**src/rtl/mlkem_pkg.sv**
```systemverilog
// Shared constants and FSM state encoding for the ML-KEM rejection sampler.
package mlkem_pkg;

    localparam int MLKEM_Q             = 3329;
    localparam int MLKEM_N             = 256;
    localparam int SHAKE128_RATE_BYTES = 168;
    localparam int SQ_WORDS_PER_BLOCK  = 11;
    localparam int BUF_BYTES           = 18;

    typedef enum logic [2:0] {
        IDLE,
        FETCH,
        HOLD,
        PARSE,
        FLUSH
    } state_e;

endpackage

```
**src/rtl/mlkem_byte_fifo.sv**
```systemverilog
// Byte buffer for the rejection sampler: 18 bytes, head at byte 0.
// Pushes 16 bytes (or the low 8) at the current fill level, pops 3 from the head.
module mlkem_byte_fifo
    import mlkem_pkg::*;
(
    input  logic         clk_i,
    input  logic         rst_i,
    input  logic         clr_i,
    input  logic         push_i,
    input  logic         push_half_i,
    input  logic [127:0] push_data_i,
    input  logic         pop_i,
    output logic [23:0]  head_o,
    output logic [4:0]   count_o
);

    logic [BUF_BYTES*8-1:0] buf_q, buf_d;
    logic [BUF_BYTES*8-1:0] push_ext;
    logic [4:0]             cnt_q, cnt_d;

    // Next-state: clear, pop (shift down 3 bytes) or append at the fill level.
    // Bytes above the fill level are always zero, so appending is an OR.
    always_comb begin
        push_ext = {16'h0000, push_data_i};
        if (push_half_i) begin
            push_ext[127:64] = '0;
        end
        buf_d = buf_q;
        cnt_d = cnt_q;
        if (clr_i) begin
            buf_d = '0;
            cnt_d = '0;
        end else if (pop_i) begin
            buf_d = buf_q >> 24;
            cnt_d = cnt_q - 5'd3;
        end else if (push_i) begin
            buf_d = buf_q | (push_ext << {cnt_q, 3'b000});
            cnt_d = cnt_q + (push_half_i ? 5'd8 : 5'd16);
        end
    end

    // Buffer and fill-level registers.
    always_ff @(posedge clk_i) begin
        if (rst_i) begin
            buf_q <= '0;
            cnt_q <= '0;
        end else begin
            buf_q <= buf_d;
            cnt_q <= cnt_d;
        end
    end

    assign head_o  = buf_q[23:0];
    assign count_o = cnt_q;

endmodule

```
**src/rtl/mlkem_rej_sampler.sv**
```systemverilog
// ML-KEM uniform rejection sampler: parses SHAKE128 squeeze words into
// 12-bit candidates and emits the first N_COEFF candidates below Q.
// Optional feature: define MLKEM_REJ_SAMPLER_STATS_EN to enable the
// saturating per-polynomial rejected-candidate counter on o_rej_cnt.
module mlkem_rej_sampler
    import mlkem_pkg::*;
#(
    parameter int Q       = MLKEM_Q,
    parameter int N_COEFF = MLKEM_N
) (
    input  logic         i_clk,
    input  logic         i_rst,
    input  logic         i_start,
    input  logic [127:0] i_sq_data,
    input  logic         i_sq_valid,
    output logic         o_sq_ack,
    output logic [11:0]  o_coeff,
    output logic [7:0]   o_coeff_idx,
    output logic         o_coeff_valid,
    input  logic         i_coeff_ready,
    output logic         o_busy,
    output logic         o_done,
    output logic [9:0]   o_rej_cnt
);

    localparam logic [12:0] Q_L       = 13'(Q);
    localparam logic [8:0]  LAST_ACC  = 9'(N_COEFF - 1);
    localparam logic [3:0]  LAST_WORD = 4'(SQ_WORDS_PER_BLOCK - 1);

    state_e      state_q;
    logic [3:0]  wcnt_q;
    logic [8:0]  nacc_q;
    logic        phase_q;
    logic        hold_q;
    logic        vld_q;
    logic        ack_q;
    logic        done_q;
    logic [11:0] coeff_q;
    logic [7:0]  idx_q;

    logic [23:0] head;
    logic [4:0]  fifo_cnt;
    logic        fifo_clr, fifo_push, fifo_pop;
    logic [11:0] cand;
    logic        accept, have_triple, can_load, parse_eval, hs, start_ok;

    assign start_ok    = (state_q == IDLE) && i_start;
    assign have_triple = fifo_cnt >= 5'd3;
    assign can_load    = !vld_q || i_coeff_ready;
    assign parse_eval  = (state_q == PARSE) && have_triple && can_load;
    // phase 0: d1 = b0 + 256*(b1 mod 16); phase 1: d2 = b1/16 + 16*b2
    assign cand        = phase_q ? {head[23:16], head[15:12]} : {head[11:8], head[7:0]};
    assign accept      = {1'b0, cand} < Q_L;
    assign hs          = vld_q && i_coeff_ready;
    assign fifo_clr    = start_ok || (state_q == FLUSH);
    assign fifo_push   = (state_q == FETCH) && i_sq_valid;
    assign fifo_pop    = parse_eval && phase_q;

    mlkem_byte_fifo u_fifo (
        .clk_i       (i_clk),
        .rst_i       (i_rst),
        .clr_i       (fifo_clr),
        .push_i      (fifo_push),
        .push_half_i (wcnt_q == LAST_WORD),
        .push_data_i (i_sq_data),
        .pop_i       (fifo_pop),
        .head_o      (head),
        .count_o     (fifo_cnt)
    );

    // Control FSM with registered handshake, coefficient and status outputs.
    always_ff @(posedge i_clk) begin
        if (i_rst) begin
            state_q <= IDLE;
            wcnt_q  <= '0;
            nacc_q  <= '0;
            phase_q <= 1'b0;
            hold_q  <= 1'b0;
            vld_q   <= 1'b0;
            ack_q   <= 1'b0;
            done_q  <= 1'b0;
            coeff_q <= '0;
            idx_q   <= '0;
        end else begin
            ack_q  <= 1'b0;
            done_q <= 1'b0;
            if (hs) begin
                vld_q <= 1'b0;
                // the final handshake leaves the index on the last coefficient
                if (state_q != FLUSH) begin
                    idx_q <= idx_q + 8'd1;
                end
            end
            case (state_q)
                IDLE: begin
                    if (i_start) begin
                        state_q <= FETCH;
                        wcnt_q  <= '0;
                        nacc_q  <= '0;
                        phase_q <= 1'b0;
                        idx_q   <= '0;
                    end
                end
                FETCH: begin
                    if (i_sq_valid) begin
                        ack_q   <= 1'b1;
                        wcnt_q  <= (wcnt_q == LAST_WORD) ? 4'd0 : wcnt_q + 4'd1;
                        hold_q  <= 1'b0;
                        state_q <= HOLD;
                    end
                end
                HOLD: begin
                    // two dead cycles so the upstream squeeze register can advance
                    if (!hold_q) begin
                        hold_q <= 1'b1;
                    end else begin
                        state_q <= PARSE;
                    end
                end
                PARSE: begin
                    if (!have_triple) begin
                        state_q <= FETCH;
                    end else if (can_load) begin
                        phase_q <= ~phase_q;
                        if (accept) begin
                            coeff_q <= cand;
                            vld_q   <= 1'b1;
                            nacc_q  <= nacc_q + 9'd1;
                            if (nacc_q == LAST_ACC) begin
                                state_q <= FLUSH;
                            end
                        end
                    end
                end
                FLUSH: begin
                    if (hs) begin
                        done_q  <= 1'b1;
                        state_q <= IDLE;
                    end
                end
                default: state_q <= IDLE;
            endcase
        end
    end

`ifdef MLKEM_REJ_SAMPLER_STATS_EN
    logic [9:0] rej_q;

    // Saturating count of rejected candidates for the current polynomial.
    always_ff @(posedge i_clk) begin
        if (i_rst || start_ok) begin
            rej_q <= '0;
        end else if (parse_eval && !accept && (rej_q != 10'h3FF)) begin
            rej_q <= rej_q + 10'd1;
        end
    end

    assign o_rej_cnt = rej_q;
`else
    assign o_rej_cnt = '0;
`endif

    assign o_sq_ack      = ack_q;
    assign o_coeff       = coeff_q;
    assign o_coeff_idx   = idx_q;
    assign o_coeff_valid = vld_q;
    assign o_busy        = (state_q != IDLE);
    assign o_done        = done_q;

endmodule

```
**config.mk**
```make
export PLATFORM = sky130hd
export DESIGN_NAME = mlkem_rej_sampler
export DESIGN_NICKNAME = d
export VERILOG_FILES = /design/src/rtl/mlkem_pkg.sv /design/src/rtl/mlkem_byte_fifo.sv /design/src/rtl/mlkem_rej_sampler.sv
export SDC_FILE = /design/constraint.sdc
export NUM_CORES = 1
export LEC_CHECK = 0
export CAP_MARGIN = 15
export CORE_MARGIN = 4
export CORE_UTILIZATION = 58
export DETAILED_ROUTE_END_ITERATION = 12
export PLACE_DENSITY = 0.82
export SLEW_MARGIN = 0
export SYNTH_ARGS = -nofsm -noshare
export SYNTH_HDL_FRONTEND = slang
export SYNTH_HIERARCHICAL = 1
export SYNTH_SLANG_ARGS = --single-unit
```
**constraint.sdc**
```tcl
create_clock -name i_clk -period 4.5 [get_ports i_clk]
set_input_delay 0.9 -clock i_clk [delete_from_list [all_inputs] [get_ports i_clk]]
set_output_delay 0.9 -clock i_clk [all_outputs]
set_load 0.005 [all_outputs]
```
# After elaboration in Yosys (flattened, before gate mapping)
# Index checks and enable logic that the tools add are counted.
[totals] register_bits=190 output_inout_bits=34 wordCells=109 inputBits=133
[op_classes] add_sub_neg=5 n_shift=1 n_mux=42 order_cmp=2 n_bitwise=4 reduce_logical=25 n_eq_ne=17
[ops] cell="120-bit two-way mux" n=2
[ops] cell="144-bit bitwise OR" n=1
[ops] cell="128-bit by 8-bit left shift with 144-bit output" n=1
[ops] cell="64-bit two-way mux" n=1
[ops] cell="9-bit two-way mux" n=4
[ops] cell="8-bit two-way mux" n=4
[ops] cell="3-bit two-way mux" n=8
[ops] cell="9-bit case mux with 2 select lines" n=1
[ops] cell="5-bit two-way mux" n=3
[ops] cell="3-bit case mux with 5 select lines" n=1
[ops] cell="2-bit != test, second input constant" n=7
[ops] cell="12-bit < comparator, second input constant" n=1
[ops] cell="12-bit two-way mux" n=1
[ops] cell="4-bit two-way mux" n=3
[ops] cell="1-bit two-way mux" n=11
[ops] cell="9-bit by 1-bit adder with 9-bit output, second input constant" n=1
[ops] cell="9-bit by 8-bit equality test with 1-bit output, second input constant" n=1
[ops] cell="3-bit != test, second input constant" n=3
[ops] cell="8-bit by 1-bit adder with 8-bit output, second input constant" n=1
[ops] cell="4-bit case mux with 2 select lines" n=1
[ops] cell="4-bit AND reduction" n=2
[ops] cell="2-bit nonzero test" n=4
[ops] cell="7-bit AND reduction" n=1
[ops] cell="3-bit by 2-bit equality test with 1-bit output, second input constant" n=2
[ops] cell="20 further kinds" n=31

# Longest topological paths before layout
[depth] ltp_word=6 depth_mapped=14 ltp_nobuf=10

# Hierarchy
# The synthesis kept the hierarchy.
[modules_own_cells] mod="mlkem_byte_fifo" instances=1 area_per_inst_um2=12194.2 cells_per_inst=1414 seq_area_each_um2=2982.9
[modules_own_cells] mod="mlkem_rej_sampler" instances=1 area_per_inst_um2=2168.3 cells_per_inst=247 seq_area_each_um2=820.8

# Worst setup path before layout
# No wires, ideal clock.
[synth_path] path_kind="input to register" startpoint="input port i_coeff_ready" endpoint="register u_fifo.cnt_q[4], in the netlist u_fifo/count_o[4]" setup_time_ns=0.128 stages=13 required_time_ns=4.372 t_arrival_ns=3.358 setup_slack_ns=1.014 path_buffers=3 path_cell_list="nor2b_1 > nor4b_4 > clkbuf_1 > and2_1 > inv_1 > clkbuf_1 > clkbuf_1 > nand2_1 > ha_1 > a21oi_1 > mux2_2 > xor2_1 > nor2_1"
[synth_between] elab_chain_len=4 elab_cells_between_ends=5 cone_classes="mux: 1; reduce/logical: 4"
[synth_rtl] item="start, declared" line_no="mlkem_rej_sampler.sv:20" rtl="input logic i_coeff_ready,"
[synth_rtl] item="1-bit logical OR *" line_no="mlkem_rej_sampler.sv:49" rtl="assign can_load = !vld_q || i_coeff_ready;"
[synth_rtl] item="1-bit logical AND *" line_no="mlkem_rej_sampler.sv:50" rtl="assign parse_eval = (state_q == PARSE) && have_triple && can_load;"
[synth_rtl] item="1-bit logical AND *" line_no="mlkem_rej_sampler.sv:57" rtl="assign fifo_pop = parse_eval && phase_q;"
[synth_rtl] item="via fifo_pop" line_no="mlkem_rej_sampler.sv:43" rtl="logic fifo_clr, fifo_push, fifo_pop;"
[synth_rtl] item="5-bit two-way mux / 2-bit nonzero test (equally long branches)"
[synth_rtl] item="end signal, assigned" line_no="mlkem_byte_fifo.sv:49" rtl="cnt_q <= cnt_d;"
[synth_rtl] item="end, declared" line_no="mlkem_byte_fifo.sv:19" rtl="logic [4:0] cnt_q, cnt_d;"
# Mark *: on every way through the listed nets, which the timed path passes. The rest lies on a longest branch.
# A chain may end at the register's enable or synchronous reset.

# Worst setup path in the final report
[layout_path] startpoint="input port i_sq_valid" endpoint="register u_fifo.buf_q[84]"
[layout_between] elab_chain_len=2
[layout_rtl] item="start, declared" line_no="mlkem_rej_sampler.sv:15" rtl="input logic i_sq_valid,"
[layout_rtl] item="1-bit logical AND" line_no="mlkem_rej_sampler.sv:56" rtl="assign fifo_push = (state_q == FETCH) && i_sq_valid;"
[layout_rtl] item="via fifo_push" line_no="mlkem_rej_sampler.sv:43"
[layout_rtl] item="2-bit nonzero test (no line)"
[layout_rtl] item="end signal, assigned" line_no="mlkem_byte_fifo.sv:48" rtl="buf_q <= buf_d;"
[layout_rtl] item="end, declared" line_no="mlkem_byte_fifo.sv:17" rtl="logic [BUF_BYTES*8-1:0] buf_q, buf_d;"
# The timed path passes the listed nets, and every way through them passes these cells.

==> PnR_summary.wiki <==
{| class="wikitable"
! Metric !! Value
|-
| Die Footprint || 0.0273 mm²
|-
| Port bufs || 156
|-
| Clock sink count || 190
|-
| Maximum fanout along the worst path || 12
|-
| Tightest Pin Transition || 1.20 ns
|-
| Combinational cell fraction of total power || 0.308
|-
| Tot Pwr || 4.96 mW
|-
| Routability cong. || 1.05
|-
| Wire length of the first global-routing pass || 90.6 mm
|-
| Unrepaired setup endpoints after global routing || false
|-
| Total of endpoints with negative setup slack in the final report || 0
|-
| Endpoints failing hold || 0
|-
| Number of buffers created by CTS || 17
|-
| Cells resized by post-CTS repair || 0
|-
| Number of design-rule violations left by the first detailed-router iteration || 2,623
|-
| Clock root buffer || sky130_fd_sc_hd__clkbuf_16
|-
| Warnings from Yosys || 6
|-
| Flops & latches, synth || 190
|-
| Leakage dissipation || 5.52 nW
|-
| Critical path data arrival time || 3.86 ns
|-
| Slew Limit Headroom || 0.198
|-
| Summed negative setup slack over all endpoints || 0 ns
|-
| Internal power summed over all cells || 3.13 mW
|-
| Hold slack || 0.459 ns
|-
| Critical path class || in2reg
|-
| Layout cells sized above 1 || 0.127
|-
| Remaining number of nets flagged by the antenna check after routing || 0
|-
| Netlist area before placement || 0.0144 mm²
|-
| EDFF count, synth || 0
|-
| Finished layout cell area || 0.0162 mm²
|-
| Fin. max-slew vios || 0
|-
| Initial core utilization || 0.591
|-
| Status || complete, no violations
|-
| DR WL/cell || 30.3 µm
|-
| Switching Fraction || 0.370
|-
| Final critical-path required period || 3.48 ns
|-
| Master of the slowest instance on the critical path || sky130_fd_sc_hd__and2_1
|-
| Average size of a mapped cell || 8.65 µm²
|-
| Ordered list of cells on the worst path || clkdlybuf4s50_1 > and3_2 > nor3b_1 > buf_4 > and2_1 > a32oi_1 > a31oi_1
|-
| Sequential-to-total area share from yosys stat || 0.265
|-
| Share of the clock period used by the worst path || 0.772
|-
| Cts hold-fix bufs || 0
|-
| Clock slew at reported path FFs || 0.08 ns
|-
| Vias in the first global route || 14,240
|-
| Worst supply voltage drop on vdd || 243 µV
|-
| Classification of the worst-slack hold path || reg2reg
|-
| GRT Residual Overflow || 0
|-
| Insertion delay of the later-clocked pin in the worst-skew pair || 0.45 ns
|-
| Drt drc || 0
|-
| Largest net degree at the start of global routing || 149
|-
| IO Pins || 167
|-
| Highest clock frequency the design can meet || 288 MHz
|-
| Total core area || 0.0243 mm²
|-
| Height of the die || 165 µm
|-
| Synthesized instance count || 1,661
|-
| Dominant register cell in the synthesized netlist || sky130_fd_sc_hd__dfxtp_1
|-
| Worst EP required || 4.88 ns
|-
| Power density of the placed cells || 306 mW/mm²
|-
| H-tree depth reported by CTS || 4
|-
| Critical Path Max Stage Delay || 0.72 ns
|-
| Fill cell instance count of the final layout || 2,093
|-
| Fraction of registers with async set or reset after synthesis || 0
|-
| Width of the die || 165 µm
|-
| Portion of total power attributed to sequential cells || 0.373
|-
| Post-CTS setup repair buffer count || 0
|-
| Detailed-placement wirelength estimate || 44.5 mm
|-
| Post-layout net count || 1,835
|-
| Number of buffers between clock root and the deepest sink || 2
|-
| Post-Place Cell Area || 0.0156 mm²
|-
| Power share of the clock group || 0.319
|-
| Distinct cell type count of the synthesized netlist || 94
|-
| Power spent charging and discharging nets || 1.84 mW
|-
| Average via count per standard cell || 7.41
|-
| Max Clock Skew || 0.0151 ns
|-
| Overall routed net length || 61.5 mm
|-
| Detailed-routing iteration count for the pre-antenna-repair pass || 6
|-
| Max-cap violation count || 0
|-
| Growth of design area from synthesis to finish || 13.0%
|-
| CP endpoint kind || register
|-
| Initial antenna violation count || 4
|-
| Number of standard-cell rows in the floorplan || 57
|-
| Global-route usage over all layers || 0.443
|-
| Vias after detailed routing || 15,068
|-
| TritonCTS clock tree || built
|-
| CP Launch Type || input port
|}
-- final timing paths --
path / start / endpoint / slack [ns] / cells past startpoint
hold reg to reg: u_fifo/buf_q[132] / u_fifo/buf_q[132] / 0.46 / 2
hold / removal: u_fifo/buf_q[132] / u_fifo/buf_q[132] / 0.46 / 2
setup reg to reg: u_fifo/count_o[0] / u_fifo/buf_q[103] / 1.14 / 8
setup / recovery: i_sq_valid / u_fifo/buf_q[84] / 1.02 / 7
-- cells by family after synthesis --
logic type,after synthesis,synth area share
XOR/XNOR,13,0.00793
other,1,0.000261
AO/OA/AOI/OAI,558,0.258
AND/OR/NAND/NOR,424,0.143
multiplexers,243,0.229
adder cells (fa/ha/maj),9,0.00836
flip-flops,190,0.265
buffers and inverters,223,0.0878
-- Yosys cell counts, types with 5 or more instances --
library cell	n	area (µm²)
sky130_fd_sc_hd__buf_4	51	383
sky130_fd_sc_hd__a21o_1	7	52.6
sky130_fd_sc_hd__buf_6	15	169
sky130_fd_sc_hd__o21a_1	5	37.5
sky130_fd_sc_hd__and2_1	6	37.5
sky130_fd_sc_hd__inv_1	24	90.1
sky130_fd_sc_hd__a22oi_1	28	210
sky130_fd_sc_hd__nor3b_1	9	67.6
sky130_fd_sc_hd__or4_1	5	37.5
sky130_fd_sc_hd__a221oi_1	15	131
sky130_fd_sc_hd__nor4_1	5	31.3
sky130_fd_sc_hd__and3_1	7	43.8
sky130_fd_sc_hd__mux2_2	38	428
sky130_fd_sc_hd__o22ai_1	23	144
sky130_fd_sc_hd__a32oi_1	8	70.1
sky130_fd_sc_hd__dfxtp_1	190	3800
sky130_fd_sc_hd__buf_2	44	220
sky130_fd_sc_hd__o31ai_1	8	60.1
sky130_fd_sc_hd__xor2_1	8	70.1
sky130_fd_sc_hd__o211a_1	14	140
sky130_fd_sc_hd__a211oi_1	32	240
sky130_fd_sc_hd__clkbuf_1	78	293
sky130_fd_sc_hd__a311oi_1	5	43.8
sky130_fd_sc_hd__a21oi_1	108	541
sky130_fd_sc_hd__mux2i_1	138	1380
sky130_fd_sc_hd__a311o_1	7	70.1
sky130_fd_sc_hd__xnor2_1	5	43.8
sky130_fd_sc_hd__a31oi_1	17	106
sky130_fd_sc_hd__mux4_2	64	1440
sky130_fd_sc_hd__o21ai_0	150	751
sky130_fd_sc_hd__ha_1	8	100
sky130_fd_sc_hd__a211o_1	23	201
sky130_fd_sc_hd__nand2b_1	11	68.8
sky130_fd_sc_hd__a2111oi_0	19	166
sky130_fd_sc_hd__nor2_1	139	522
sky130_fd_sc_hd__nand3_1	20	100
sky130_fd_sc_hd__nand4_1	9	56.3
sky130_fd_sc_hd__nand2_1	88	330
sky130_fd_sc_hd__nor3_1	80	400
sky130_fd_sc_hd__o22a_1	12	105
sky130_fd_sc_hd__o21ai_1	21	105
sky130_fd_sc_hd__o2bb2ai_1	8	70.1
sky130_fd_sc_hd__nor2b_1	20	125
-- through the flow --
step / util / instances / setup slack (ns)
after floorplan: - / 1670 / 1.01
after global placement: 0.642 / 1998 / 0.870
after detailed placement: 0.642 / 1998 / 0.810
after CTS: 0.667 / 2030 / 1.25
after global routing: 0.667 / 2033 / 0.899
final: 0.667 / 2033 / 1.02
-- sequential cells by signal (all words and copies together) (netlist names) --
register / cells
o_coeff_idx: 8
nacc_q: 9
o_coeff_valid: 1
state_q: 3
wcnt_q: 4
o_done: 1
u_fifo/buf_q: 144
u_fifo/count_o: 5
phase_q: 1
hold_q: 1
o_coeff: 12
o_sq_ack: 1
-- critical path, delay by kind of cell --
kind	cells	cell delay, ns
and+or+nand+nor	3	1.58
buffers and inverters	2	0.77
AOI/OAI and AO/OA	2	0.59
-- cell usage in the layout, fill, tap and decap left out, types with 21 or more instances in the layout --
master and instances:
sky130_fd_sc_hd__inv_1 23, sky130_fd_sc_hd__buf_4 40, sky130_fd_sc_hd__mux2i_1 138, sky130_fd_sc_hd__nor3_1 80
sky130_fd_sc_hd__clkdlybuf4s50_1 156, sky130_fd_sc_hd__mux4_2 64, sky130_fd_sc_hd__o21ai_0 150, sky130_fd_sc_hd__nand2_1 88
sky130_fd_sc_hd__o22ai_1 23, sky130_fd_sc_hd__o21ai_1 21, sky130_fd_sc_hd__dfxtp_1 187, sky130_fd_sc_hd__a211oi_1 32
sky130_fd_sc_hd__a21oi_1 108, sky130_fd_sc_hd__a211o_1 23, sky130_fd_sc_hd__nor2_1 136, sky130_fd_sc_hd__mux2_2 38
sky130_fd_sc_hd__a22oi_1 28
-- area by class of cell --
class,instances,area [µm²],area share
Antenna cell,3,7.51,0.000463
Clock buffer,17,425,0.0262
Clock inverter,15,193,0.0119
Inverter,28,111,0.00686
Multi-Input combinational cell,1257,9350,0.576
Sequential cell,190,3810,0.235
Tap cell,324,405,0.0250
Timing Repair Buffer,199,1920,0.118
-- metal layers --
layer  routed length [µm]  up-vias  share of wire  track usage
met5                   13        -        0.00021            0
met4                 4850        2          0.079        0.287
met3                 8710      334           0.14        0.123
met2                26700     1353           0.43        0.673
met1                21300     7006           0.35        0.554
li1                     -     6373              -            -
-- power by group through the flow --
stage          clock network (mW)  logic (mW)  registers, mW
2_1_floorplan                   0       0.971           1.84
4_1_cts                      1.58        1.46           1.85
6_report                     1.58        1.53           1.85
3_3_place_gp                    0        1.44           1.88
5_1_grt                      1.65        1.58           1.86
3_5_place_dp                    0        1.45           1.89
Note: power is estimated with default switching activity, not from simulation.
